**src/rtl/seg7_scan_driver.sv**
```systemverilog
// seg7_scan_driver
// Time-multiplexed driver for a bank of common-anode seven-segment digits.
// Each digit gets a slot of REFRESH_DIV cycles. The first DEAD_CYCLES of every
// slot keep all anodes dark to avoid ghosting. The displayed value is latched
// into shadow registers once per frame, so a frame never shows a mix of old
// and new data. All outputs are registered one cycle behind the scan state.
module seg7_scan_driver #(
    parameter int DIGITS      = 4,
    parameter int REFRESH_DIV = 50000,
    parameter int DEAD_CYCLES = 2
) (
    input  logic                  clk,
    input  logic                  reset,
    input  logic [4*DIGITS-1:0]   value,
    input  logic [DIGITS-1:0]     dp_in,
    input  logic                  blank_lz,
    input  logic                  enable,
    output logic [6:0]            seg_n,
    output logic                  dp_n,
    output logic [DIGITS-1:0]     an_n,
    output logic                  frame_start
);

    localparam int CNT_W = $clog2(REFRESH_DIV);
    localparam int IDX_W = (DIGITS > 1) ? $clog2(DIGITS) : 1;

    localparam logic [CNT_W-1:0] DIV_LAST = CNT_W'(REFRESH_DIV - 1);
    localparam logic [CNT_W-1:0] DEAD_VAL = CNT_W'(DEAD_CYCLES);
    localparam logic [IDX_W-1:0] IDX_LAST = IDX_W'(DIGITS - 1);

    // Active-low hex glyphs, bit 0 = segment a ... bit 6 = segment g.
    function automatic logic [6:0] hex_to_seg_n(input logic [3:0] nib);
        logic [6:0] seg;
        case (nib)
            4'h0:    seg = 7'h40;
            4'h1:    seg = 7'h79;
            4'h2:    seg = 7'h24;
            4'h3:    seg = 7'h30;
            4'h4:    seg = 7'h19;
            4'h5:    seg = 7'h12;
            4'h6:    seg = 7'h02;
            4'h7:    seg = 7'h78;
            4'h8:    seg = 7'h00;
            4'h9:    seg = 7'h10;
            4'hA:    seg = 7'h08;
            4'hB:    seg = 7'h03;
            4'hC:    seg = 7'h46;
            4'hD:    seg = 7'h21;
            4'hE:    seg = 7'h06;
            4'hF:    seg = 7'h0E;
            default: seg = 7'h7F;
        endcase
        return seg;
    endfunction

    logic [CNT_W-1:0]    div_cnt_r;
    logic [IDX_W-1:0]    idx_r;
    logic [4*DIGITS-1:0] sh_val_r;
    logic [DIGITS-1:0]   sh_dp_r;
    logic                sh_lz_r;

    logic                slot_end_s;
    logic                snap_s;
    logic                keep_s;
    logic                hit_s;
    logic [3:0]          nib_s;
    logic                dp_sel_s;
    logic                supp_s;
    logic [6:0]          seg_nxt_s;
    logic                dp_nxt_s;
    logic [DIGITS-1:0]   an_nxt_s;

    // Slot and frame boundary detection.
    always_comb begin
        slot_end_s = (div_cnt_r == DIV_LAST);
        snap_s     = slot_end_s && (idx_r == IDX_LAST);
    end

    // Select the current digit and decide leading-zero suppression, scanning
    // from the most significant digit down so "anything visible above" is known.
    always_comb begin
        keep_s   = 1'b0;
        hit_s    = 1'b0;
        nib_s    = 4'h0;
        dp_sel_s = 1'b0;
        supp_s   = 1'b0;
        for (int i = DIGITS - 1; i >= 0; i--) begin
            keep_s   = keep_s | (sh_val_r[4*i +: 4] != 4'h0) | sh_dp_r[i];
            hit_s    = (idx_r == IDX_W'(i));
            nib_s    = hit_s ? sh_val_r[4*i +: 4] : nib_s;
            dp_sel_s = hit_s ? sh_dp_r[i] : dp_sel_s;
            supp_s   = hit_s ? (sh_lz_r & ~keep_s & (i != 0)) : supp_s;
        end
    end

    // Next values of the registered pin outputs.
    always_comb begin
        seg_nxt_s = supp_s ? 7'h7F : hex_to_seg_n(nib_s);
        dp_nxt_s  = supp_s ? 1'b1 : ~dp_sel_s;
        an_nxt_s  = {DIGITS{1'b1}};
        for (int i = 0; i < DIGITS; i++) begin
            an_nxt_s[i] = ~(enable && (div_cnt_r >= DEAD_VAL) && (idx_r == IDX_W'(i)));
        end
    end

    // Slot divider, digit index and once-per-frame input snapshot.
    always_ff @(posedge clk) begin
        if (reset) begin
            div_cnt_r <= '0;
            idx_r     <= '0;
            sh_val_r  <= '0;
            sh_dp_r   <= '0;
            sh_lz_r   <= 1'b0;
        end else begin
            if (slot_end_s) begin
                div_cnt_r <= '0;
                idx_r     <= (idx_r == IDX_LAST) ? IDX_W'(0) : idx_r + IDX_W'(1);
            end else begin
                div_cnt_r <= div_cnt_r + CNT_W'(1);
                idx_r     <= idx_r;
            end
            if (snap_s) begin
                sh_val_r <= value;
                sh_dp_r  <= dp_in;
                sh_lz_r  <= blank_lz;
            end else begin
                sh_val_r <= sh_val_r;
                sh_dp_r  <= sh_dp_r;
                sh_lz_r  <= sh_lz_r;
            end
        end
    end

    // Output registers: pins lag the scan state by exactly one cycle.
    always_ff @(posedge clk) begin
        if (reset) begin
            seg_n       <= 7'h7F;
            dp_n        <= 1'b1;
            an_n        <= {DIGITS{1'b1}};
            frame_start <= 1'b0;
        end else begin
            seg_n       <= seg_nxt_s;
            dp_n        <= dp_nxt_s;
            an_n        <= an_nxt_s;
            frame_start <= snap_s;
        end
    end

endmodule

```
**config.mk**
```make
export PLATFORM = sky130hd
export DESIGN_NAME = seg7_scan_driver
export DESIGN_NICKNAME = d
export VERILOG_FILES = /design/src/rtl/seg7_scan_driver.sv
export SDC_FILE = /design/constraint.sdc
export NUM_CORES = 1
export LEC_CHECK = 0
export ABC_AREA = 0
export CAP_MARGIN = 10
export CORE_MARGIN = 2
export CORE_UTILIZATION = 40
export CTS_CLUSTER_DIAMETER = 200
export CTS_CLUSTER_SIZE = 28
export DETAILED_ROUTE_END_ITERATION = 12
export GPL_TIMING_DRIVEN = 0
export SYNTH_ARGS = -nofsm -noshare
export SYNTH_HDL_FRONTEND = slang
export SYNTH_SLANG_ARGS = --single-unit
```
**constraint.sdc**
```tcl
create_clock -name clk -period 3.8 [get_ports clk]
set_input_delay 0.95 -clock clk [delete_from_list [all_inputs] [get_ports clk]]
set_output_delay 0.95 -clock clk [all_outputs]
set_load 0.02 [all_outputs]
```
==> flow_summary.json, run 1 <==
{
  "fin_ws_ns": 1.006,
  "min_period_over_period_pct": 73.54,
  "grt_first_pass_wirelength_um": 8390,
  "grt_use_met1_pct": 25.68,
  "syn_area_mm2": 0.002338,
  "worst_ep_required_time_ns": 4.04,
  "path_class": "reg2reg",
  "finalMaxSlewViolations": 0,
  "synth_nets": 281,
  "min_path_type": "reg2reg",
  "clock_sinks": 52,
  "synth_cells": 245,
  "numCtsBuffers": 5,
  "clockRootBuffer": "clkbuf_8",
  "use_met2_pct": 23.50,
  "regArea_mm2": 0.001041,
  "io_pins": 37,
  "fillers": 509,
  "dpl_cell_area_mm2": 0.002779,
  "place_ws_ns": 1.041,
  "totalWireLength_um": 4932,
  "synth_edf_count": 0,
  "dp_hpwl_um": 3707,
  "ir_drop_mv": 0.2065,
  "p_per_area_mw_per_mm2": 340.4,
  "whs_ns": 0.4951,
  "relSlewSlack_pct": 52.78,
  "setup_viol": 0,
  "ys_ff_latch": 52,
  "multi_input_area_mm2": 0.001182,
  "status": "completed",
  "dieArea_mm2": 0.006474,
  "skew_ns": 0.008284,
  "numPlacedInstances": 352,
  "cts_hold_buf": 0,
  "async_flop_share_pct": 0,
  "rsz0062_at_grt": "no",
  "initial_core_util_pct": 41.95,
  "core_mm2": 0.005574,
  "insertion_delay_ns": 0.30,
  "power_leakage_uw": 0.001089,
  "cts_buffer_depth": 2,
  "clock.fmax_ghz": 0.3579,
  "startpoint_type": "register",
  "die_height_um": 80.46,
  "final_area_mm2": 0.002887,
  "first_pass_iters": 4,
  "cts.clk_slew.worst_paths_ns": 0.09,
  "numPortBuffers": 35,
  "yosysWarnings": 0,
  "grt_pass1_vias": 1748,
  "cts_setup_buffers": 0,
  "drc": 0,
  "wl_per_cell_um": 13.70,
  "end_kind": "register",
  "cp_max_fo": 10,
  "fin_nets": 323,
  "finalCriticalPeriod_ns": 2.794,
  "n_antenna_cell": 0,
  "yosysSeqAreaShare_pct": 44.52,
  "num_rows": 27,
  "yosysUniqueCellTypes": 45,
  "layout-drive-gt1-share_pct": 7.639,
  "overflow": 0,
  "die_w_um": 80.46,
  "cts_tree": "built",
  "drv_cap": 0,
  "tightest_slew_ns": 0.7084,
  "antenna_left": 0,
  "place_congestion": 0.7976,
  "crit_arrival_ns": 3.04,
  "synthFlopType": "dfxtp_1",
  "grt_util_all_layers_pct": 16.88,
  "synth_area_per_cell_um2": 9.545,
  "antenna_found_initial": 0,
  "via_count": 1841,
  "viasPerCell": 5.114,
  "drtIter0Drc": 105,
  "fin_cells": 360,
  "cts-resized-gates": 0,
  "hold_viol": 0,
  "fin_setup_tns_ns": 0,
  "grt_max_degree": 16,
  "syn2layout_area_growth_pct": 23.44,
  "grt_use_met3_pct": 4.270,
  "htree_levels": 2,
  "busiest_layer": "met1"
}
[placed cells by master (no fill, tap or decap), types with 3 or more instances in the layout]
cell type / count
clkbuf_8: 5
dfxtp_1: 52
or4_1: 3
nand3_1: 8
mux2i_1: 4
o221ai_1: 3
nor3_1: 10
ha_1: 12
nand2_1: 18
clkdlybuf4s50_1: 35
xnor2_1: 13
buf_2: 5
a22o_1: 21
a21oi_1: 7
o21ai_0: 6
inv_1: 14
nor2_1: 25
clkbuf_1: 5
[power by group]
part	internal (uW)	total [uW]	switching, uW
sequential	551	556	4.44
combinational	33.3	58.4	25.2
clock	196	368	173
[cells in the mapped netlist, drive strengths merged, types with 2 or more instances]
library cell  instances  area share [%]
dfxtp                52              45
nor2                 25             4.0
a22o                 21             7.9
nand2                19             3.2
inv                  14             2.2
xnor2                13             4.9
ha                   12             6.4
nor3                 10             2.1
nand3                 8             1.7
a21oi                 7             1.5
buf                   7             2.0
o21ai                 6             1.3
clkbuf                4            0.64
mux2i                 4             1.7
or4                   4             1.4
nor3b                 3             1.4
nor4                  3             1.4
o221ai                3             1.1
a211o                 2            0.75
a211oi                2            0.64
and2                  2            0.53
mux2                  2            0.96
nand2b                2            0.53
nand3b                2            0.64
nand4                 2            0.53
xor2                  2            0.75
[per-stage QoR]
step / utilization (%) / total power [uW]
2_1_floorplan: - / 589.4
3_3_place_gp: 49.85 / 627.3
3_5_place_dp: 49.85 / 627.6
4_1_cts: 51.78 / 993.3
5_1_grt: 51.78 / 1024
6_report: 51.78 / 982.4
[worst max-delay path, stage by stage, from the launching register on]
cell and delay [ns]:
dfxtp_1 0.42, ha_1 0.28, clkbuf_1 0.36, a21oi_1 0.07, o21ai_0 0.10, o21ai_0 0.10
o21ai_0 0.48, inv_1 0.17, ha_1 0.28, inv_1 0.09, nor2_1 0.05, a211o_1 0.28
nand3_1 0.08
[worst paths after layout]
path / from / to / slack (ns) / depth (start not counted)
max: idx_r[0] / seg_n[1] / 1.01 / 12
min: sh_dp_r[0] / sh_dp_r[0] / 0.50 / 1
max reg2reg: idx_r[0] / seg_n[1] / 1.01 / 12
min reg2reg: sh_dp_r[0] / sh_dp_r[0] / 0.50 / 1
[cell type report]
type                    count  share of cell area [%]
plain buffers              11                   2.167
clock buffers               6                   2.514
clock inverters             2                   1.214
inverters                  14                   1.821
multi-input cells         168                   40.96
flip-flops and latches     52                   36.06
well taps                  72                   3.121
repair buffers             35                   12.14
[sequential cells by signal, indices dropped and copies added, names as in the netlist]
register and cells:
sh_dp_r 4, div_cnt_r 16, sh_lz_r 1, seg_n 7
dp_n 1, sh_val_r 16, idx_r 2, an_n 4
frame_start 1
[metal layers]
layer	wire length [um]	share of wire (%)	vias up
li1	-	-	950
met4	38	0.77	0
met3	273	5.5	4
met1	2705	55	844
met5	0	0	-
met2	1914	39	43
[kinds of logic after synthesis]
| logic type | share of synthesized area, % |
|---|---|
| compound gates | 16.21 |
| xor+xnor | 5.618 |
| fa+ha+maj | 6.420 |
| buf+inv | 4.922 |
| flops | 44.52 |
| mux | 2.675 |
| simple gates | 19.64 |
(Power assumes the default switching activity.)
==> run 2: changes to the inputs <==
Clock period 3.8 ns to 2.7 ns, I/O delays scaled along.
==> run 2 against run 1 <==
Net effect: wire length increased by 0.43%; combinational power up 41%; cell count grew 0.28%; sequential cell count is the same; clock skew hardly changed.
==> flow_summary.json, run 2 (synthesis results as in run 1) <==
{
  "clock_sinks": 52,
  "numPortBuffers": 35,
  "num_rows": 27,
  "status": "completed",
  "rrSetupSlack_ns": 0.26,
  "cts_hold_buf": 0,
  "final_common_cell": "dfxtp_1",
  "htree_levels": 2,
  "reg_top3": "div_cnt_r (16), sh_val_r (16), seg_n (7)",
  "place_congestion": 0.7976,
  "rsz0062_at_grt": "no",
  "relSlewSlack_pct": 52.77,
  "drtIter0Drc": 107,
  "grt_first_pass_wirelength_um": 8376,
  "totalWireLength_um": 4953,
  "dp_hpwl_um": 3707,
  "cts.clk_slew.worst_paths_ns": 0.09,
  "via_count": 1871,
  "grt_pass1_vias": 1742,
  "syn2layout_area_growth_pct": 24.40,
  "die_height_um": 80.46,
  "crit_end": "seg_n[0]",
  "fin_setup_tns_ns": 0,
  "skew_ns": 0.008736,
  "path_class": "reg2reg",
  "first_pass_iters": 4,
  "fillers": 507,
  "fin_ws_ns": 0.2578,
  "holdPathStages": 1,
  "tightest_slew_ns": 0.7042,
  "antenna_left": 0,
  "end_kind": "register",
  "hold_viol": 0,
  "layout-drive-gt1-share_pct": 9.689,
  "die_w_um": 80.46,
  "startpoint_type": "register",
  "worstRegToRegCells": 8,
  "clockRootBuffer": "clkbuf_8",
  "dieArea_mm2": 0.006474,
  "numPlacedInstances": 352,
  "min_period_over_period_pct": 90.45,
  "whs_ns": 0.4954,
  "n_antenna_cell": 0,
  "place_ws_ns": -0.05907,
  "fin_cells": 361,
  "io_pins": 37,
  "grt_max_degree": 16,
  "finalMaxSlewViolations": 0,
  "critPathLaunch": "idx_r[0]",
  "ir_drop_mv": 0.2915,
  "antenna_found_initial": 0,
  "core_mm2": 0.005574,
  "setup_viol": 0,
  "most-common-layout-cells": "dfxtp_1 (52), clkdlybuf4s50_1 (35), nor2_1 (25)",
  "fin_nets": 324,
  "cp_max_fo": 10,
  "p_total_uw": 1384,
  "finalCriticalPeriod_ns": 2.442,
  "crit_arrival_ns": 2.66,
  "reg2reg_from": "idx_r[0]",
  "cts_tree": "built",
  "numCtsBuffers": 5,
  "initial_core_util_pct": 41.95,
  "wl_per_cell_um": 13.72,
  "grt_util_all_layers_pct": 16.85,
  "clock.fmax_ghz": 0.4095,
  "drv_cap": 0,
  "p_per_area_mw_per_mm2": 475.8,
  "cts_buffer_depth": 2,
  "worst_ep_required_time_ns": 2.92,
  "overflow": 0,
  "worstReg2RegEnd": "seg_n[0]",
  "drc": 0,
  "insertion_delay_ns": 0.30,
  "min_path_type": "reg2reg",
  "power_leakage_uw": 0.001108,
  "viasPerCell": 5.183
}
[run 2: changes by cell type in the layout (fill, tap and decap cells not counted)]
cell / delta
clkbuf_1: -3
buf_4: +2
clkbuf_2: +2
a22oi_1: -1
a22oi_2: +1
o21ai_0: -1
o21ai_2: +1
[run 2: final cells by class]
cell class                 instances  area (um2)  area share, %
inverter                          14       52.55          1.806
multi-input combinational        168        1191          40.95
tap                               72       90.09          3.097
sequential                        52        1041          35.79
clock inverter                     2       35.03          1.204
buffer                            10       61.31          2.108
timing repair buffer              37       365.4          12.56
clock buffer                       6       72.57          2.495
[run 2: what timing repair did]
action,CTS,global route
gates resized for setup,1,6
buffers inserted,0,2
setup endpoints to repair,4,7
pin swaps,0,1
[run 2: worst min-delay path by stage]
stage	start	endpoint
finish	sh_dp_r[0]	sh_dp_r[0]
global placement	sh_lz_r	sh_lz_r
floorplan	div_cnt_r[0]	div_cnt_r[0]
detailed placement	sh_dp_r[0]	sh_dp_r[0]
global route	sh_val_r[1]	sh_val_r[1]
CTS	sh_dp_r[0]	sh_dp_r[0]
[run 2: power by group]
| part | internal [uW] | total (uW) | switching [uW] | leakage [uW] |
|---|---|---|---|---|
| clock | 275 | 520 | 244 | 0.0000552 |
| sequential | 776 | 782 | 6.25 | 0.000422 |
| combinational | 46.8 | 82.2 | 35.4 | 0.000631 |
| total | 1100 | 1380 | 286 | 0.00111 |
[run 2: critical path: stages (launching register included)]
cell and delay (ns):
dfxtp_1 0.42, inv_1 0.09, ha_1 0.24, clkbuf_2 0.18, nand3b_1 0.21, a211oi_1 0.62, nand2_1 0.21, nor3b_1 0.20
o31ai_1 0.19
[run 2: per-layer routing]
metal,vias to the layer above,wire (um),track usage (%)
met5,-,0,0
met4,0,38,4.068
met3,4,310,4.270
met2,45,1927,23.42
met1,872,2676,25.68
li1,950,-,-
[run 2: stage by stage]
step	utilization, %	cell area (um2)
after CTS	51.78	2887
after floorplan	-	2338
after global routing	52.19	2909
final	52.19	2909
after global placement	49.85	2779
after detailed placement	49.85	2779
==> run 3: changes to the inputs <==
Settings changed: DONT_BUFFER_PORTS set to 1.
Clock period 2.7 ns to 2.6 ns, I/O delays scaled along.
==> run 3 against run 2 <==
Net effect: register-to-register slack barely moved; clock skew down 0.0067 ns; hold slack worse by 0.037 ns; critical path depth stayed put; wire length fell by 1.4%; largest power group unchanged.
==> flow_summary.json, run 3 (synthesis results as in run 1) <==
{
  "whs_ns": 0.4588,
  "path_class": "reg2reg",
  "pwr-share-clk_pct": 39.4,
  "hold_viol": 0,
  "grt_util_all_layers_pct": 16.31,
  "most-common-layout-cells": "dfxtp_1 (51), nor2_1 (25), a22o_1 (21)",
  "drc": 0,
  "p_int_uw": 1101,
  "drv_cap": 0,
  "min-delay-start": "dp_in[2]",
  "drtIter0Drc": 48,
  "finalCriticalPeriod_ns": 2.353,
  "relSlewSlack_pct": 54.36,
  "initial_core_util_pct": 41.95,
  "io_pins": 37,
  "layout-drive-gt1-share_pct": 12.50,
  "skew_ns": 0.002064,
  "min_period_over_period_pct": 90.49,
  "rsz0062_at_grt": "no",
  "cts_buffer_depth": 2,
  "critPathLaunch": "idx_r[0]",
  "antenna_found_initial": 0,
  "final_common_cell": "dfxtp_1",
  "fin_nets": 291,
  "num_rows": 27,
  "numPortBuffers": 0,
  "worst_ep_required_time_ns": 2.83,
  "via_count": 1738,
  "reg2reg_from": "idx_r[0]",
  "status": "completed",
  "finalMaxSlewViolations": 0,
  "grt_pass1_vias": 1624,
  "p_per_area_mw_per_mm2": 544.6,
  "p_sw_uw": 303.6,
  "first_pass_iters": 4,
  "overflow": 0,
  "wl_per_cell_um": 14.89,
  "grt_max_degree": 17,
  "p_comb_share_pct": 2.2,
  "cts_tree": "built",
  "p_seq_share_pct": 58.4,
  "min_path_type": "in2reg",
  "numCtsBuffers": 5,
  "die_height_um": 80.46,
  "setup_viol": 0,
  "dieArea_mm2": 0.006474,
  "path_buf_inv": 2,
  "reg_top3": "div_cnt_r (16), sh_val_r (16), seg_n (7)",
  "cp_max_fo": 10,
  "sw_frac_of_total_pct": 21.62,
  "htree_levels": 2,
  "fillers": 545,
  "syn2layout_area_growth_pct": 10.27,
  "place_congestion": 0.7879,
  "insertion_delay_ns": 0.31,
  "antenna_left": 0,
  "core_mm2": 0.005574,
  "grt_first_pass_wirelength_um": 7969,
  "max_stage_delay_ns": 0.60,
  "path_cells": "inv_1 > ha_1 > clkbuf_2 > nand3b_1 > a211oi_1 > nand2_1 > nor3b_1 > o31ai_1",
  "tightest_slew_ns": 0.6804,
  "critPathTopFamily": "compound AO/OA/AOI/OAI gates",
  "totalWireLength_um": 4885,
  "clockRootBuffer": "clkbuf_8",
  "dp_hpwl_um": 3673,
  "cts.clk_slew.worst_paths_ns": 0.09,
  "die_w_um": 80.46,
  "regArea_mm2": 0.001042,
  "end_kind": "register",
  "multi_input_area_mm2": 0.001191,
  "viasPerCell": 5.299,
  "ir_drop_mv": 0.2418,
  "n_antenna_cell": 0,
  "fin_setup_tns_ns": 0,
  "power_leakage_uw": 0.0009769,
  "crit_arrival_ns": 2.58,
  "clock.fmax_ghz": 0.4250,
  "clock_sinks": 52,
  "startpoint_type": "register",
  "crit_slowest_cell": "a211oi_1"
}
==> run 3: cell types whose count changed in the layout (fill, tap and decap cells not counted) <==
cell | previous run | this run
dfxtp_1 | 52 | 51
o21ai_1 | 0 | 1
buf_4 | 2 | 4
clkinvlp_4 | 0 | 1
clkdlybuf4s50_1 | 35 | 0
dfxtp_2 | 0 | 1
o21ai_0 | 5 | 4
clkbuf_1 | 2 | 1
==> run 3: stage by stage <==
stage / utilization [%] / setup WS, ns / power, uW / instance area, um2 / cells
3_3_place_gp: 43.57 / -0.2057 / 870.4 / 2429 / 317
5_1_grt: 46.26 / 0.02681 / 1455 / 2579 / 328
4_1_cts: 45.68 / 0.09759 / 1418 / 2546 / 324
6_report: 46.26 / 0.2473 / 1404 / 2579 / 328
2_1_floorplan: - / 0.2720 / 861.4 / 2338 / 245
3_5_place_dp: 43.57 / -0.1930 / 870.9 / 2429 / 317
==> run 3: metal layers <==
layer	global-route usage [%]	vias to the layer above	part of all wire (%)	routed length, um
li1	-	888	-	-
met1	23.39	795	52	2525
met2	21.92	48	39	1905
met3	5.843	7	7.7	374
met4	6.441	0	1.6	79
met5	0	-	0	0
==> run 3: final cells by class <==
cell class | instances | share of cell area [%]
clock inverter | 3 | 1.650
sequential | 52 | 40.42
buffer | 10 | 2.377
clock buffer | 5 | 2.669
tap | 72 | 3.493
inverter | 14 | 2.038
timing repair buffer | 4 | 1.164
multi-input combinational | 168 | 46.19
==> run 3: final timing paths <==
| kind | endpoint | slack, ns | depth (start not counted) |
|---|---|---|---|
| max | seg_n[0] | 0.25 | 8 |
| min | sh_dp_r[2] | 0.46 | 1 |
| max reg2reg | seg_n[0] | 0.25 | 8 |
| min reg2reg | div_cnt_r[0] | 0.48 | 1 |
==> run 3: power by group through the flow <==
stage | combinational, uW | sequential (uW) | clock, uW
6_report | 30.9 | 821 | 553
5_1_grt | 36.1 | 823 | 596
4_1_cts | 31.5 | 821 | 566
3_5_place_dp | 31.4 | 840 | 0
3_3_place_gp | 31.2 | 839 | 0
2_1_floorplan | 23.6 | 838 | 0
==> run 3: repair_timing <==
action | CTS | global route
setup endpoints to repair | 7 | 7
pin swaps | 0 | 2
buffers inserted | 0 | 4
hold buffers | 0 | 0
gates resized for setup | 4 | 4
